## src/rtl/cpu_pkg.sv

```systemverilog
// Shared CPU definitions for the fetch unit and the control FSM: stage and fetch-state
// encodings, opcode field position, opcode constants and the default reset PC.
package cpu_pkg;

    typedef enum logic [2:0] {
        ST_IFETCH    = 3'd0,
        ST_DECODE    = 3'd1,
        ST_EXECUTE   = 3'd2,
        ST_MEMORY    = 3'd3,
        ST_WRITEBACK = 3'd4
    } stage_e;

    typedef enum logic [1:0] {
        S_IDLE = 2'd0,
        S_REQ  = 2'd1,
        S_HOLD = 2'd2
    } fetch_state_e;

    localparam int OPCODE_MSB = 31;
    localparam int OPCODE_LSB = 26;

    localparam logic [5:0] OP_ADD = 6'h00;
    localparam logic [5:0] OP_SUB = 6'h01;
    localparam logic [5:0] OP_J   = 6'h02;
    localparam logic [5:0] OP_BEQ = 6'h04;
    localparam logic [5:0] OP_LW  = 6'h23;
    localparam logic [5:0] OP_SW  = 6'h2B;

    localparam logic [31:0] DEF_RESET_PC = 32'h0000_0000;

endpackage

```

## src/rtl/instr_fetch.sv

```systemverilog
// PC owner with one outstanding imem read; >=2 cycles/instr, instr held stable while instr_ready=0.
// Defining IFETCH_STALL_CNT_EN adds a saturating stall_cnt output.
module instr_fetch
    import cpu_pkg::*;
#(
    parameter int                ADDR_W   = 32,
    parameter int                DATA_W   = 32,
    parameter logic [ADDR_W-1:0] RESET_PC = ADDR_W'(DEF_RESET_PC),
    parameter int                PC_INC   = 4
) (
    input  logic              clk,
    input  logic              rst_n,
    input  logic              run,
    output logic              imem_req,
    output logic [ADDR_W-1:0] imem_addr,
    input  logic              imem_rvalid,
    input  logic [DATA_W-1:0] imem_rdata,
    output logic              instr_valid,
    input  logic              instr_ready,
    output logic [DATA_W-1:0] instr,
    output logic [ADDR_W-1:0] instr_pc,
    output logic [5:0]        instr_opcode,
    input  logic              redirect_valid,
    input  logic [ADDR_W-1:0] redirect_pc
`ifdef IFETCH_STALL_CNT_EN
    ,
    output logic [31:0]       stall_cnt
`endif
);

    fetch_state_e      state_q;
    logic [ADDR_W-1:0] pc_q;
    logic              req_q;
    logic [ADDR_W-1:0] addr_q;
    logic              valid_q;
    logic [DATA_W-1:0] instr_q;
    logic [ADDR_W-1:0] instr_pc_q;
    logic              pend_q;
    logic [ADDR_W-1:0] pend_pc_q;

    logic [ADDR_W-1:0] redir_tgt;
    logic [ADDR_W-1:0] redir_sel;
    logic [ADDR_W-1:0] pc_seq;

    assign redir_tgt = redirect_pc & ~ADDR_W'(3);
    // A same-cycle redirect is newer than anything already pending.
    assign redir_sel = redirect_valid ? redir_tgt : pend_pc_q;
    assign pc_seq    = pc_q + ADDR_W'(PC_INC);

    always_ff @(posedge clk or negedge rst_n) begin
        if (!rst_n) begin
            state_q    <= S_IDLE;
            pc_q       <= RESET_PC;
            req_q      <= 1'b0;
            addr_q     <= '0;
            valid_q    <= 1'b0;
            instr_q    <= '0;
            instr_pc_q <= '0;
            pend_q     <= 1'b0;
            pend_pc_q  <= '0;
        end else begin
            case (state_q)
                S_IDLE: begin
                    if (redirect_valid) begin
                        pc_q <= redir_tgt;
                    end else if (run) begin
                        state_q <= S_REQ;
                        req_q   <= 1'b1;
                        addr_q  <= pc_q;
                    end
                end
                S_REQ: begin
                    if (imem_rvalid) begin
                        if (redirect_valid || pend_q) begin
                            pc_q   <= redir_sel;
                            addr_q <= redir_sel;
                            pend_q <= 1'b0;
                        end else begin
                            instr_q    <= imem_rdata;
                            instr_pc_q <= pc_q;
                            valid_q    <= 1'b1;
                            req_q      <= 1'b0;
                            state_q    <= S_HOLD;
                        end
                    end else if (redirect_valid) begin
                        // The in-flight read must finish at its original address.
                        pend_q    <= 1'b1;
                        pend_pc_q <= redir_tgt;
                    end
                end
                S_HOLD: begin
                    if (redirect_valid) begin
                        valid_q <= 1'b0;
                        pc_q    <= redir_tgt;
                        addr_q  <= redir_tgt;
                        req_q   <= 1'b1;
                        state_q <= S_REQ;
                    end else if (instr_ready) begin
                        valid_q <= 1'b0;
                        pc_q    <= pc_seq;
                        if (run) begin
                            addr_q  <= pc_seq;
                            req_q   <= 1'b1;
                            state_q <= S_REQ;
                        end else begin
                            state_q <= S_IDLE;
                        end
                    end
                end
                default: begin
                    state_q <= S_IDLE;
                    req_q   <= 1'b0;
                    valid_q <= 1'b0;
                end
            endcase
        end
    end

    assign imem_req     = req_q;
    assign imem_addr    = addr_q;
    assign instr_valid  = valid_q;
    assign instr        = instr_q;
    assign instr_pc     = instr_pc_q;
    assign instr_opcode = instr_q[OPCODE_MSB:OPCODE_LSB];

`ifdef IFETCH_STALL_CNT_EN
    logic [31:0] stall_cnt_q;

    always_ff @(posedge clk or negedge rst_n) begin
        if (!rst_n) begin
            stall_cnt_q <= '0;
        end else if ((stall_cnt_q != 32'hFFFF_FFFF) &&
                     (((state_q == S_REQ) && !imem_rvalid) ||
                      ((state_q == S_HOLD) && !instr_ready))) begin
            stall_cnt_q <= stall_cnt_q + 32'd1;
        end
    end

    assign stall_cnt = stall_cnt_q;
`endif

endmodule

```

## config.mk

```make
export PLATFORM = sky130hd
export DESIGN_NAME = instr_fetch
export DESIGN_NICKNAME = d
export VERILOG_FILES = /design/src/rtl/cpu_pkg.sv /design/src/rtl/instr_fetch.sv
export SDC_FILE = /design/constraint.sdc
export NUM_CORES = 1
export LEC_CHECK = 0
export ABC_AREA = 1
export BUFFER_PORTS_ARGS = -buffer_cell sky130_fd_sc_hd__buf_4
export CORE_MARGIN = 2
export CORE_UTILIZATION = 25
export CTS_CLUSTER_DIAMETER = 200
export CTS_CLUSTER_SIZE = 25
export DETAILED_ROUTE_END_ITERATION = 12
export GPL_TIMING_DRIVEN = 0
export PLACE_DENSITY = 0.46
export SLEW_MARGIN = 10
export SYNTH_ARGS = -nofsm -noshare
export SYNTH_HDL_FRONTEND = slang
export SYNTH_SLANG_ARGS = --single-unit
```

## constraint.sdc

```tcl
create_clock -name clk -period 4.6 [get_ports clk]
set_input_delay 0.46 -clock clk [delete_from_list [all_inputs] [get_ports clk]]
set_output_delay 0.46 -clock clk [all_outputs]
set_load 0.05 [all_outputs]
```

==> impl_results.html, run 1 <==
<table>
<tr><th>Metric</th><th>Value</th></tr>
<tr><th colspan="2">Drt</th></tr>
<tr><td>Via density per instance</td><td>4.58</td></tr>
<tr><td>Drt first pass iters</td><td>5</td></tr>
<tr><td>Violation count after the first detailed-routing iteration</td><td>597</td></tr>
<tr><td>Post-route ant nets</td><td>0</td></tr>
<tr><td>Wire length per cell</td><td>17.9 um</td></tr>
<tr><td>Post-route DRC violation count</td><td>0</td></tr>
<tr><td>Final routed wirelength across all metal layers</td><td>30.5 mm</td></tr>
<tr><td>Total number of vias</td><td>7,801</td></tr>
<tr><th colspan="2">Cells and area</th></tr>
<tr><td>Final layout net count</td><td>1,319</td></tr>
<tr><td>Growth of design area from synthesis to finish</td><td>28.3%</td></tr>
<tr><td>Commonest non-fill, non-tap cell in the layout</td><td>nand2_1</td></tr>
<tr><td>Commonest cells after routing, fill and taps aside</td><td>nand2_1, buf_4, dfrtp_1, a21oi_1, nor2_1</td></tr>
<tr><td>Final core occ</td><td>32.7%</td></tr>
<tr><td>Fraction of layout instances using a drive strength above 1</td><td>24.6%</td></tr>
<tr><td>Non-filler cells in the finished layout</td><td>1,705</td></tr>
<tr><td>Post-route design area</td><td>11,000 sq um</td></tr>
<tr><td>Total inserted antenna cells</td><td>0</td></tr>
<tr><th colspan="2">Timing</th></tr>
<tr><td>Worst Tran Pin Value</td><td>912 ps</td></tr>
<tr><td>Number of endpoints failing setup at the final stage</td><td>0</td></tr>
<tr><td>Final Worst Setup Slack</td><td>2150 ps</td></tr>
<tr><td>Number of hold violations in the final report</td><td>6</td></tr>
<tr><td>Final hold slack</td><td>-13.4 ps</td></tr>
<tr><td>Total negative slack for setup checks</td><td>0 ps</td></tr>
<tr><td>Highest clock rate</td><td>0.407 GHz</td></tr>
<tr><td>Relative slew slack</td><td>39.0%</td></tr>
<tr><td>Share of the clock period used by the worst path</td><td>53.4%</td></tr>
<tr><td>Final Slew Violations</td><td>0</td></tr>
<tr><td>Final worst clock skew</td><td>11.4 ps</td></tr>
<tr><td>Minimum clock period</td><td>2450 ps</td></tr>
<tr><td>Setup repair after global routing missed its margin</td><td>false</td></tr>
<tr><th colspan="2">Power and ir drop</th></tr>
<tr><td>Sequential share of power</td><td>27.8%</td></tr>
<tr><td>Leakage power</td><td>5.30 nW</td></tr>
<tr><td>Share of power burned in the clock network</td><td>14.0%</td></tr>
<tr><td>Highest ir drop seen on vdd</td><td>0.345 mV</td></tr>
<tr><td>Logic gate share of total power</td><td>58.1%</td></tr>
<tr><td>Switching pwr</td><td>5.13 mW</td></tr>
<tr><td>Internal Power</td><td>4.68 mW</td></tr>
<tr><td>Net Sw Frac</td><td>52.3%</td></tr>
<tr><td>Power density over the cells</td><td>893 nW/um^2</td></tr>
<tr><td>Overall power of the completed layout</td><td>9.80 mW</td></tr>
<tr><th colspan="2">Global routing</th></tr>
<tr><td>Total global-route track usage</td><td>17.2%</td></tr>
<tr><td>Maximum number of pins on one net before global-route repair</td><td>87</td></tr>
<tr><td>Number of global-route vias before repair</td><td>7,537</td></tr>
<tr><td>Total congestion overflow after global routing</td><td>0</td></tr>
<tr><td>Wire length of the first global-routing pass</td><td>46.1 mm</td></tr>
<tr><td>Number of antenna violations at the first check in global routing</td><td>1</td></tr>
<tr><th colspan="2">Floorplanning</th></tr>
<tr><td>Area of the core</td><td>33,600 sq um</td></tr>
<tr><td>Die W</td><td>189 um</td></tr>
<tr><td># IOs</td><td>174</td></tr>
<tr><td>Initial core utilization</td><td>25.5%</td></tr>
<tr><td>Die height</td><td>189 um</td></tr>
<tr><td>Number of cell rows</td><td>67</td></tr>
<tr><td>Area of the die</td><td>35,700 sq um</td></tr>
<tr><th colspan="2">Critical path</th></tr>
<tr><td>Critical path startpoint category</td><td>flop</td></tr>
<tr><td>Number of cells traversed by the worst register-to-register path</td><td>7</td></tr>
<tr><td>Worst Path Arrival</td><td>2810 ps</td></tr>
<tr><td>Worst Path Max Fanout</td><td>10</td></tr>
<tr><td>Kind of end point of the critical path</td><td>flop</td></tr>
<tr><td>Data required time of the critical path</td><td>4950 ps</td></tr>
<tr><td>Kind of critical path</td><td>flop to flop</td></tr>
<tr><th colspan="2">Clock network</th></tr>
<tr><td>Clock-pin slew on the worst setup and hold paths</td><td>70 ps</td></tr>
<tr><td>Buffers from clock root to sink, at most</td><td>2</td></tr>
<tr><td># resized after CTS</td><td>0</td></tr>
<tr><td>TritonCTS clock tree</td><td>yes</td></tr>
<tr><td>Cts hold-fix bufs</td><td>0</td></tr>
<tr><td>Clk Tree Root Cell</td><td>clkbuf_16</td></tr>
<tr><td>Num CTS Buffers</td><td>17</td></tr>
<tr><td>CTS H-tree lvls</td><td>4</td></tr>
<tr><td>Post-CTS setup buffers</td><td>0</td></tr>
<tr><td>Number of sinks handled by clock tree synthesis</td><td>165</td></tr>
<tr><td>Clock insertion delay at the later pin of the skew report</td><td>440 ps</td></tr>
<tr><th colspan="2">Placement</th></tr>
<tr><td>Number of instances in the placed design</td><td>1,673</td></tr>
<tr><td>Weighted congestion reported at the end of routability-driven placement</td><td>0.837</td></tr>
<tr><td>Detail Placement HPWL</td><td>23.0 mm</td></tr>
<tr><td>Post-placement setup slack</td><td>2230 ps</td></tr>
<tr><td>Instance area after placement</td><td>10,400 sq um</td></tr>
<tr><td>PortBufs</td><td>170</td></tr>
<tr><th colspan="2">Synth</th></tr>
<tr><td>Netlist area before placement</td><td>8560 sq um</td></tr>
<tr><td>Most area-consuming cells after synthesis</td><td>dfrtp_1, nand2_1, a21oi_1</td></tr>
<tr><td>Sequential element share of the synthesized area</td><td>48.2%</td></tr>
<tr><td>Count of state elements after synthesis</td><td>165</td></tr>
<tr><td>Area leader, netlist</td><td>dfrtp_1</td></tr>
<tr><td>Number of nets produced by synthesis</td><td>1,129</td></tr>
<tr><td>Number of flops mapped to enable cells by yosys</td><td>0</td></tr>
<tr><td>Portion of synthesized cell area occupied by the leading cell type</td><td>48.2%</td></tr>
<tr><td>Synthesis Warnings</td><td>0</td></tr>
<tr><td>Number of distinct library cells after synthesis</td><td>45</td></tr>
<tr><td>Post-Synthesis Mean Instance Area</td><td>8.12 sq um</td></tr>
<tr><td>Main flop type after synthesis</td><td>dfrtp_1</td></tr>
<tr><td>Cell count after synthesis</td><td>1,054</td></tr>
<tr><td>Share of synthesized registers carrying an async set or reset</td><td>100%</td></tr>
<tr><th colspan="2">Run status</th></tr>
<tr><td>Violations in the final reports</td><td>negative hold slack</td></tr>
<tr><td>Status</td><td>complete, but fails checks</td></tr>
<tr><th colspan="2">Worst hold path</th></tr>
<tr><td>Path category of the worst min-delay check</td><td>input port to async pin</td></tr>
<tr><th colspan="2">Job</th></tr>
<tr><td>Number of max-cap violations</td><td>0</td></tr>
</table>
power groups by stage:
stage          logic (mW)  registers (mW)  clock network (mW)
4_1_cts              5.74            2.73                1.41
2_1_floorplan        2.46            4.07                   0
5_1_grt              6.14            2.84                1.48
6_report             5.70            2.73                1.38
3_5_place_dp         5.71            2.75                   0
3_3_place_gp         5.70            2.73                   0
sequential cells by signal (all words and copies together), names as in the netlist:
register,flops
imem_addr,32
imem_req,1
instr,32
instr_pc,32
instr_valid,1
pc_q,32
pend_pc_q,32
pend_q,1
state_q,2
synthesized netlist by cell type (4+ instances only):
cell type	count
a31oi_1	5
dfrtp_1	165
buf_4	15
ha_1	5
xor2_1	4
a22oi_1	11
inv_1	64
o21ai_0	77
o22ai_1	9
buf_6	6
a21oi_1	110
mux2_2	35
buf_2	8
nor2_2	4
nor2_1	93
inv_2	5
clkbuf_8	9
nand3_1	33
nand2_1	339
nor2_4	7
clkbuf_1	18
path summary, 6_finish.rpt:
path	start	endpoint	slack, ps
worst min register to register	pend_pc_q[27]	pend_pc_q[27]	480
min in group clk	imem_rdata[30]	instr[30]	250
worst max-delay path	state_q[0]	pc_q[10]	2150
max in group asynchronous	rst_n	instr[11]	3730
worst min-delay path	rst_n	imem_addr[0]	-10
worst max register to register	state_q[0]	pc_q[10]	2150
worst max-delay path, cell delays in order (launching register included):
cell and delay, ps:
dfrtp_1 390, inv_1 80, ha_1 340, inv_1 80
clkbuf_1 500, clkbuf_1 560, a21oi_1 210, a22oi_1 200
metal layers:
| layer | up-vias | global-route usage, % | wire, um |
|---|---|---|---|
| li1 | 3822 | - | - |
| met1 | 3682 | 23.4 | 14200 |
| met5 | - | 0 | 16 |
| met2 | 264 | 27.2 | 13600 |
| met3 | 31 | 3.93 | 2120 |
| met4 | 2 | 5.23 | 577 |
area by class of cell:
class | count | area [sq um]
Multi-Input combinational cell | 757 | 3710
Sequential cell | 165 | 4130
Fill cell | 3562 | 22600
Clock inverter | 13 | 101
Timing Repair Buffer | 171 | 1310
Tap cell | 448 | 561
Clock buffer | 19 | 453
Inverter | 72 | 280
Buffer | 60 | 442
logic make-up after synthesis:
group / count (synthesis) / synth area share (%)
multiplexers: 35 / 4.60
AND/OR/NAND/NOR: 486 / 23.2
buffers and inverters: 132 / 8.43
adder cells (fa/ha/maj): 5 / 0.731
XOR/XNOR: 5 / 0.512
flip-flops: 165 / 48.2
AO/OA/AOI/OAI: 226 / 14.3
Note: power is estimated with default switching activity, not from simulation.
==> inputs of run 2 (changes only) <==
Settings changed: ABC_AREA 1 to 0, PLACE_DENSITY 0.46 to 0.47.
Clock period 4.6 ns to 2.05 ns, I/O delays scaled along.
==> run 2 against run 1 <==
  * The run ends with negative setup slack left
  * Area after synthesis shrank 7.3%
  * Utilization grew 5.1 points
  * Design area grew 7.8%
  * Largest power group unchanged
==> impl_results.html, run 2 <==
<table>
<tr><th>Metric</th><th>Value</th></tr>
<tr><th colspan="2">Run status</th></tr>
<tr><td>Status</td><td>complete, but fails checks</td></tr>
<tr><td>Violations in the final reports</td><td>negative setup slack</td></tr>
<tr><th colspan="2">Clock network</th></tr>
<tr><td>Num CTS Buffers</td><td>17 (unchanged)</td></tr>
<tr><td>TritonCTS clock tree</td><td>yes</td></tr>
<tr><td>Buffers from clock root to sink, at most</td><td>2 (unchanged)</td></tr>
<tr><td>Clock-pin slew on the worst setup and hold paths</td><td>70 ps (about the same)</td></tr>
<tr><td>CTS H-tree lvls</td><td>4 (unchanged)</td></tr>
<tr><td>Number of sinks handled by clock tree synthesis</td><td>165 (unchanged)</td></tr>
<tr><td>Clock insertion delay at the later pin of the skew report</td><td>440 ps (about the same)</td></tr>
<tr><td>Clk Tree Root Cell</td><td>clkbuf_16</td></tr>
<tr><th colspan="2">Critical path</th></tr>
<tr><td>Critical path startpoint category</td><td>flop</td></tr>
<tr><td>Kind of critical path</td><td>flop to flop</td></tr>
<tr><td>Critical R2R Capture</td><td>imem_addr[19]</td></tr>
<tr><td>Highest cell delay on the worst timing path</td><td>540 ps (-20 ps)</td></tr>
<tr><td>Data required time of the critical path</td><td>2400 ps (-2550 ps)</td></tr>
<tr><td>Worst Path Arrival</td><td>2410 ps (-400 ps)</td></tr>
<tr><td>Last element of the critical path</td><td>imem_addr[19]</td></tr>
<tr><td>Number of cells traversed by the worst register-to-register path</td><td>6 (-1)</td></tr>
<tr><td>Reg-to-Reg Start</td><td>pc_q[14]</td></tr>
<tr><td>Kind of end point of the critical path</td><td>flop</td></tr>
<tr><td>R2r setup slk</td><td>-10 ps (-2160 ps)</td></tr>
<tr><td>Worst Path Max Fanout</td><td>6 (-4)</td></tr>
<tr><td>Critical Path Start</td><td>pc_q[14]</td></tr>
<tr><td>Cells traversed along the worst timing path</td><td>inv_1 -&gt; or4_4 -&gt; or3_1 -&gt; a31o_1 -&gt; o211a_1 -&gt; o31ai_2</td></tr>
<tr><td>Slowest stage cell, crit path</td><td>or4_4</td></tr>
<tr><th colspan="2">Drt</th></tr>
<tr><td>Final routed wirelength across all metal layers</td><td>29.3 mm (-3.9%)</td></tr>
<tr><td>Post-route ant nets</td><td>0 (unchanged)</td></tr>
<tr><td>Via density per instance</td><td>4.85 (+5.9%)</td></tr>
<tr><td>Wire length per cell</td><td>20.4 um (+14%)</td></tr>
<tr><td>Violation count after the first detailed-routing iteration</td><td>489 (-18%)</td></tr>
<tr><td>Total number of vias</td><td>6,972 (-11%)</td></tr>
<tr><td>Drt first pass iters</td><td>5 (unchanged)</td></tr>
<tr><td>Post-route DRC violation count</td><td>0 (unchanged)</td></tr>
<tr><th colspan="2">Global routing</th></tr>
<tr><td>Total congestion overflow after global routing</td><td>0 (unchanged)</td></tr>
<tr><td>Wire length of the first global-routing pass</td><td>43.0 mm (-6.9%)</td></tr>
<tr><td>Number of antenna violations at the first check in global routing</td><td>1 (unchanged)</td></tr>
<tr><td>Total global-route track usage</td><td>17.1% (-0.14 points)</td></tr>
<tr><td>Maximum number of pins on one net before global-route repair</td><td>87 (unchanged)</td></tr>
<tr><td>Number of global-route vias before repair</td><td>6,922 (-8.2%)</td></tr>
<tr><th colspan="2">Synth</th></tr>
<tr><td>Compound-cell area share of the yosys netlist</td><td>15.1% (+0.79 points)</td></tr>
<tr><td>Netlist area before placement</td><td>7940 sq um (-7.3%)</td></tr>
<tr><td>Number of flops mapped to enable cells by yosys</td><td>0 (unchanged)</td></tr>
<tr><td>Number of distinct library cells after synthesis</td><td>52 (+16%)</td></tr>
<tr><td>Number of nets produced by synthesis</td><td>823 (-27%)</td></tr>
<tr><td>Sequential element share of the synthesized area</td><td>52.0% (+3.8 points)</td></tr>
<tr><td>Most area-consuming cells after synthesis</td><td>dfrtp_1, mux2_2, nand2_1</td></tr>
<tr><td>Post-synthesis mux area share</td><td>13.9% (+9.3 points)</td></tr>
<tr><td>Adder and majority gate portion of the synthesized area</td><td>0.788% (+0.058 points)</td></tr>
<tr><td>Count of state elements after synthesis</td><td>165 (unchanged)</td></tr>
<tr><td>Cell count after synthesis</td><td>748 (-29%)</td></tr>
<tr><td>Simple-gate area share of the yosys netlist</td><td>11.5% (-12 points)</td></tr>
<tr><td>Portion of synthesized cell area occupied by the leading cell type</td><td>52.0% (+3.8 points)</td></tr>
<tr><td>Area leader, netlist</td><td>dfrtp_1</td></tr>
<tr><td>Share of synthesized registers carrying an async set or reset</td><td>100% (unchanged)</td></tr>
<tr><td>Post-Synthesis Mean Instance Area</td><td>10.6 sq um (+31%)</td></tr>
<tr><td>Main flop type after synthesis</td><td>dfrtp_1</td></tr>
<tr><td>Dominant combinational cell family by area after synthesis</td><td>compound AO/OA/AOI/OAI gates</td></tr>
<tr><td>Synthesis Warnings</td><td>0 (unchanged)</td></tr>
<tr><td>Most frequently used cell type in the post-synthesis netlist</td><td>dfrtp_1</td></tr>
<tr><td>Xor/xnor cell area share of the yosys netlist</td><td>2.54% (+2.0 points)</td></tr>
<tr><td>Commonest cells post-synth</td><td>dfrtp_1, mux2_2, nand2_1</td></tr>
<tr><th colspan="2">Placement</th></tr>
<tr><td>Post-placement setup slack</td><td>-1090 ps (-3310 ps)</td></tr>
<tr><td>PortBufs</td><td>171 (+0.59%)</td></tr>
<tr><td>Detail Placement HPWL</td><td>19.2 mm (-17%)</td></tr>
<tr><td>Number of instances in the placed design</td><td>1,322 (-21%)</td></tr>
<tr><td>Weighted congestion reported at the end of routability-driven placement</td><td>0.849 (+1.5%)</td></tr>
<tr><th colspan="2">Cells and area</th></tr>
<tr><td>Non-filler cells in the finished layout</td><td>1,439 (-16%)</td></tr>
<tr><td>Commonest non-fill, non-tap cell in the layout</td><td>buf_4</td></tr>
<tr><td>Final core occ</td><td>37.7% (+5.1 points)</td></tr>
<tr><td>Final layout net count</td><td>1,098 (-17%)</td></tr>
<tr><td>Growth of design area from synthesis to finish</td><td>49.3%</td></tr>
<tr><td>Fillers</td><td>3,184 (-11%)</td></tr>
<tr><td>Fraction of layout instances using a drive strength above 1</td><td>45.4% (+21 points)</td></tr>
<tr><td>Commonest cells after routing, fill and taps aside</td><td>buf_4, dfrtp_1, mux2_2, nand2_1, nor2_1</td></tr>
<tr><th colspan="2">Power and ir drop</th></tr>
<tr><td>Leakage power</td><td>5.27 nW (-0.74%)</td></tr>
<tr><td>Highest ir drop seen on vdd</td><td>0.610 mV (+77%)</td></tr>
<tr><td>Power density over the cells</td><td>1970 nW/um^2 (+120%)</td></tr>
<tr><td>Overall power of the completed layout</td><td>23.4 mW (+140%)</td></tr>
<tr><th colspan="2">Timing</th></tr>
<tr><td>Final worst clock skew</td><td>11.1 ps (-0.300 ps)</td></tr>
<tr><td>Final Worst Setup Slack</td><td>-13.8 ps (-2160 ps)</td></tr>
<tr><td>Setup repair after global routing missed its margin</td><td>true</td></tr>
<tr><td>Worst Tran Pin Value</td><td>732 ps (-181 ps)</td></tr>
<tr><td>Final hold slack</td><td>13.2 ps (+26.5 ps)</td></tr>
<tr><td>Number of endpoints failing setup at the final stage</td><td>1 (+1)</td></tr>
<tr><td>Minimum clock period</td><td>2060 ps (-391 ps)</td></tr>
<tr><td>Share of the clock period used by the worst path</td><td>101% (+47 points)</td></tr>
<tr><td>Number of hold violations in the final report</td><td>0 (-6)</td></tr>
<tr><td>Final Slew Violations</td><td>0 (unchanged)</td></tr>
<tr><td>Highest clock rate</td><td>0.485 GHz (+19%)</td></tr>
<tr><td>Relative slew slack</td><td>51.2% (+12 points)</td></tr>
<tr><th colspan="2">Worst hold path</th></tr>
<tr><td>Beginning of the worst hold path</td><td>redirect_pc[15]</td></tr>
<tr><td>Path category of the worst min-delay check</td><td>input port to flop</td></tr>
<tr><th colspan="2">Floorplanning</th></tr>
<tr><td>Initial core utilization</td><td>25.3% (-0.19 points)</td></tr>
<tr><td>Die W</td><td>182 um (-3.6%)</td></tr>
<tr><td>Area of the core</td><td>31,400 sq um (-6.6%)</td></tr>
<tr><td>Number of cell rows</td><td>65 (-3.0%)</td></tr>
<tr><td># IOs</td><td>174 (unchanged)</td></tr>
<tr><td>Area of the die</td><td>33,200 sq um (-7.1%)</td></tr>
<tr><td>Die height</td><td>182 um (-3.6%)</td></tr>
<tr><th colspan="2">Job</th></tr>
<tr><td>Number of max-cap violations</td><td>0 (unchanged)</td></tr>
</table>
## run 2: cell count changes after synthesis, sizes merged, moves of 35 or more
cell / delta
nand2: -264
nor2: -39
mux2: +60
a21oi: -80
o31ai: +35
inv: -60
## run 2: worst min-delay path by stage
| stage | end | slack (ps) | depth (start not counted) |
|---|---|---|---|
| finish | pend_pc_q[15] | 10 | 2 |
| global route | pend_pc_q[15] | 6 | 2 |
| detailed placement | instr[21] | 270 | 1 |
| CTS | instr[11] | 0.4 | 2 |
| global placement | pend_q | 430 | 2 |
| floorplan | imem_addr[0] | -90 | 0 |
## run 2: repair_timing
action	in CTS	in global routing
cloned	2	6
endpoints found under the hold margin	117	1
pin swaps	14	22
gates resized for setup	130	70
hold buffers	33	1
endpoints found under the setup margin	161	134
buffers inserted	23	26
## run 2: kinds of logic (layout without fill, tap and decap cells)
group / Yosys count / after routing
and+or+nand+nor: 201 / 201
AOI/OAI and AO/OA: 181 / 181
DFF: 165 / 165
muxes: 98 / 98
buffers and inverters: 75 / 363
xor gates and xnor gates: 23 / 23
adders and majority gates: 5 / 5
other: 0 / 1
## run 2: critical path: cells and delay by family, from the launching register on
kind / cells / cell delay [ps]
flip-flops: 1 / 480
AND/OR/NAND/NOR: 2 / 860
AO/OA/AOI/OAI: 3 / 510
buffers and inverters: 1 / 120
## run 2: layout make-up
cell class              count  area, sq um  share of cell area (%)
clock buffers              18          429                    3.62
well taps                 402          503                    4.25
flip-flops and latches    165         4140                    34.9
diodes                      1         2.50                  0.0211
inverters                  12         52.6                   0.444
multi-input cells         508         3770                    31.8
repair buffers            263         2150                    18.2
plain buffers              56          647                    5.46
clock inverters            14          151                    1.28
## run 2: power by group
part / total (mW) / switching [mW] / internal [mW]
clock network: 3.27 / 1.47 / 1.81
registers: 6.03 / 1.17 / 4.86
logic: 14.1 / 8.68 / 5.38
## run 2: routing by layer
| layer | wire [um] | global-route usage [%] | vias up | share of wire, % |
|---|---|---|---|---|
| li1 | - | - | 3245 | - |
| met1 | 13400 | 23.1 | 3492 | 46 |
| met2 | 13700 | 27.2 | 197 | 47 |
| met3 | 1630 | 3.45 | 38 | 5.5 |
| met4 | 677 | 5.77 | 0 | 2.3 |
| met5 | 0 | 0 | - | 0 |
## run 2: stage by stage
step | TNS, ps | instance area (sq um)
floorplan | 0 | 7950
global placement | -158720 | 9740
detailed placement | -98890 | 9770
CTS | -2770 | 11400
global route | -994 | 11800
finish | -13.8 | 11800
==> inputs of run 3 (changes only) <==
Settings changed: ABC_AREA 0 to 1.
==> run 3 against run 2 <==
  * The flow now finishes without violations
  * Non-clock buffer count fell by 34
  * Flip-flop and latch count did not move
  * Sequential power rose by 3.3%
  * Sequential share of layout area rose by 0.10 points
  * Critical path type unchanged
  * Critical endpoint is now imem_addr[13]
  * Largest cell class unchanged
  * Largest power group unchanged
==> impl_results.html, run 3 (synthesized netlist as in run 1, its figures left out) <==
<table>
<tr><th>Metric</th><th>Value</th></tr>
<tr><th colspan="2">Worst hold path</th></tr>
<tr><td>Hold-critical path endpoint</td><td>pc_q[2]</td></tr>
<tr><td>Path category of the worst min-delay check</td><td>input port to flop</td></tr>
<tr><td>Beginning of the worst hold path</td><td>redirect_pc[2]</td></tr>
<tr><td>Cell count of the worst hold path</td><td>3 (+1)</td></tr>
<tr><th colspan="2">Cells and area</th></tr>
<tr><td>Fillers</td><td>3,550 (+11%)</td></tr>
<tr><td>Fraction of layout instances using a drive strength above 1</td><td>29.9% (-15 points)</td></tr>
<tr><td>Commonest cells after routing, fill and taps aside</td><td>nand2_1, buf_4, dfrtp_1, nor2_1, a21oi_1</td></tr>
<tr><td>Non-filler cells in the finished layout</td><td>1,759 (+22%)</td></tr>
<tr><td>Growth of design area from synthesis to finish</td><td>37.9%</td></tr>
<tr><td>Combined area of the multi-input logic cells</td><td>3920 sq um (+3.8%)</td></tr>
<tr><td>Total inserted antenna cells</td><td>0 (-1)</td></tr>
<tr><td>Post-route design area</td><td>11,800 sq um (-0.38%)</td></tr>
<tr><td>Final core occ</td><td>35.1% (-2.6 points)</td></tr>
<tr><td>Final layout net count</td><td>1,373 (+25%)</td></tr>
<tr><td>Commonest non-fill, non-tap cell in the layout</td><td>nand2_1</td></tr>
<tr><td>Area used by sequential logic in the layout</td><td>4140 sq um (about the same)</td></tr>
<tr><th colspan="2">Global routing</th></tr>
<tr><td>Number of global-route vias before repair</td><td>7,845 (+13%)</td></tr>
<tr><td>Maximum number of pins on one net before global-route repair</td><td>67 (-23%)</td></tr>
<tr><td>Total global-route track usage</td><td>17.4% (+0.36 points)</td></tr>
<tr><td>Total congestion overflow after global routing</td><td>0 (unchanged)</td></tr>
<tr><td>Number of antenna violations at the first check in global routing</td><td>1 (unchanged)</td></tr>
<tr><td>Wire length of the first global-routing pass</td><td>47.4 mm (+10%)</td></tr>
<tr><th colspan="2">Timing</th></tr>
<tr><td>Final Worst Setup Slack</td><td>84.9 ps (+98.7 ps)</td></tr>
<tr><td>Relative slew slack</td><td>55.5% (+4.3 points)</td></tr>
<tr><td>Number of endpoints failing setup at the final stage</td><td>0 (-1)</td></tr>
<tr><td>Minimum clock period</td><td>1970 ps (-98.7 ps)</td></tr>
<tr><td>Final Slew Violations</td><td>0 (unchanged)</td></tr>
<tr><td>Number of hold violations in the final report</td><td>0 (unchanged)</td></tr>
<tr><td>Highest clock rate</td><td>0.509 GHz (+5.0%)</td></tr>
<tr><td>Final worst clock skew</td><td>10.1 ps (-1.02 ps)</td></tr>
<tr><td>Worst Tran Pin Value</td><td>667 ps (-64.3 ps)</td></tr>
<tr><td>Setup repair after global routing missed its margin</td><td>true</td></tr>
<tr><td>Share of the clock period used by the worst path</td><td>95.9% (-4.8 points)</td></tr>
<tr><th colspan="2">Placement</th></tr>
<tr><td>Number of instances in the placed design</td><td>1,674 (+27%)</td></tr>
<tr><td>Detail Placement HPWL</td><td>23.2 mm (+21%)</td></tr>
<tr><td>PortBufs</td><td>170 (-0.58%)</td></tr>
<tr><td>Post-placement setup slack</td><td>-319 ps (+768 ps)</td></tr>
<tr><td>Weighted congestion reported at the end of routability-driven placement</td><td>0.866 (+1.9%)</td></tr>
<tr><td>Instance area after placement</td><td>10,500 sq um (+7.0%)</td></tr>
<tr><th colspan="2">Clock network</th></tr>
<tr><td>Number of sinks handled by clock tree synthesis</td><td>165 (unchanged)</td></tr>
<tr><td>CTS H-tree lvls</td><td>4 (unchanged)</td></tr>
<tr><td>Num CTS Buffers</td><td>17 (unchanged)</td></tr>
<tr><td>Clock-pin slew on the worst setup and hold paths</td><td>70 ps (about the same)</td></tr>
<tr><td>Clk Tree Root Cell</td><td>clkbuf_16</td></tr>
<tr><td>Buffers from clock root to sink, at most</td><td>2 (unchanged)</td></tr>
<tr><td>TritonCTS clock tree</td><td>yes</td></tr>
<tr><td>Clock insertion delay at the later pin of the skew report</td><td>440 ps (about the same)</td></tr>
<tr><th colspan="2">Drt</th></tr>
<tr><td>Post-route ant nets</td><td>0 (unchanged)</td></tr>
<tr><td>Final routed wirelength across all metal layers</td><td>31.0 mm (+5.6%)</td></tr>
<tr><td>Drt first pass iters</td><td>5 (unchanged)</td></tr>
<tr><td>Wire length per cell</td><td>17.6 um (-14%)</td></tr>
<tr><td>Via density per instance</td><td>4.55 (-6.1%)</td></tr>
<tr><td>Post-route DRC violation count</td><td>0 (unchanged)</td></tr>
<tr><td>Total number of vias</td><td>8,006 (+15%)</td></tr>
<tr><td>Violation count after the first detailed-routing iteration</td><td>539 (+10%)</td></tr>
<tr><th colspan="2">Critical path</th></tr>
<tr><td>Critical path startpoint category</td><td>flop</td></tr>
<tr><td>R2r setup slk</td><td>80 ps (+100 ps)</td></tr>
<tr><td>Number of cells traversed by the worst register-to-register path</td><td>11 (+5)</td></tr>
<tr><td>Critical R2R Capture</td><td>imem_addr[13]</td></tr>
<tr><td>Worst Path Max Fanout</td><td>10 (+4)</td></tr>
<tr><td>Data required time of the critical path</td><td>2360 ps (-40 ps)</td></tr>
<tr><td>Reg-to-Reg Start</td><td>state_q[1]</td></tr>
<tr><td>Kind of critical path</td><td>flop to flop</td></tr>
<tr><td>Worst Path Arrival</td><td>2280 ps (-130 ps)</td></tr>
<tr><td>Kind of end point of the critical path</td><td>flop</td></tr>
<tr><th colspan="2">Job</th></tr>
<tr><td>Number of max-cap violations</td><td>0 (unchanged)</td></tr>
<tr><th colspan="2">Power and ir drop</th></tr>
<tr><td>Leakage power</td><td>5.61 nW (+6.4%)</td></tr>
<tr><td>Power density over the cells</td><td>1950 nW/um^2 (-0.99%)</td></tr>
<tr><td>Overall power of the completed layout</td><td>23.1 mW (-1.4%)</td></tr>
<tr><td>Highest ir drop seen on vdd</td><td>0.850 mV (+39%)</td></tr>
<tr><th colspan="2">Floorplanning</th></tr>
<tr><td>Number of cell rows</td><td>67 (+3.1%)</td></tr>
<tr><td># IOs</td><td>174 (unchanged)</td></tr>
<tr><td>Die W</td><td>189 um (+3.8%)</td></tr>
<tr><td>Area of the core</td><td>33,600 sq um (+7.1%)</td></tr>
<tr><td>Area of the die</td><td>35,700 sq um (+7.7%)</td></tr>
<tr><td>Die height</td><td>189 um (+3.8%)</td></tr>
<tr><td>Initial core utilization</td><td>25.5% (+0.19 points)</td></tr>
<tr><th colspan="2">Run status</th></tr>
<tr><td>Status</td><td>complete, no violations</td></tr>
</table>
[run 3: cell count changes in the layout (fill, tap and decap cells not counted), sizes merged, moves of 9 or more]
cell	change
nand2	+264
buf	-28
nand4	-12
xnor2	-14
a221o	-19
inv	+55
nand3	+21
o31ai	-35
a21oi	+80
a22oi	+9
nor2	+39
o21ai	+21
mux2	-60
[run 3: through the flow]
stage | hold WS (ps) | setup TNS, ps
2_1_floorplan | -90.6 | 0
3_3_place_gp | 440 | -72830
3_5_place_dp | 113 | -15830
4_1_cts | 43.0 | 0
5_1_grt | 60.8 | -37.8
6_report | 57.6 | 0
[run 3: how the worst max path moves through the flow]
stage                     from       endpoint  cells past startpoint
detailed placement  state_q[0]       pc_q[20]                      7
global placement         rst_n      instr[14]                      1
finish              state_q[1]  imem_addr[13]                     11
global route           pc_q[2]       pc_q[24]                     13
CTS                 state_q[0]  imem_addr[24]                     12
floorplan           state_q[1]  imem_addr[24]                     13
[run 3: area by class of cell]
| type | instances | area share, % |
|---|---|---|
| Tap cell | 448 | 4.75 |
| Inverter | 72 | 2.53 |
| Timing Repair Buffer | 225 | 15.5 |
| Multi-Input combinational cell | 757 | 33.2 |
| Clock inverter | 13 | 0.880 |
| Clock buffer | 19 | 3.75 |
| Sequential cell | 165 | 35.0 |
| Buffer | 60 | 4.35 |
[run 3: repair_timing]
item                       in CTS  in global routing
setup buffers                  11                  9
pin swaps                       2                 10
setup endpoints to repair     122                112
hold buffers                   33                  0
hold endpoints to repair       71                  0
resized for setup              30                 77
[run 3: worst max-delay path, cell delays in order, from the launching register on]
cell and delay (ps):
dfrtp_1 380, buf_4 140, ha_1 180, clkbuf_8 150, nand2_4 90, o21ai_4 70, nor3_4 180, nand2_2 130
buf_12 170, buf_8 150, a21oi_1 110, a21oi_1 80
[run 3: where the power goes]
group          total (mW)  switching [mW]  internal, mW
logic                13.8            9.16          4.65
clock network        3.02            1.42          1.59
registers            6.23            1.33          4.90
[run 3: layer usage]
layer	vias to the layer above	routed length, um	GRT usage (%)
li1	3905	-	-
met1	3844	14600	24.2
met2	228	14200	27.6
met3	27	1690	3.56
met4	2	451	4.66
met5	-	16	0
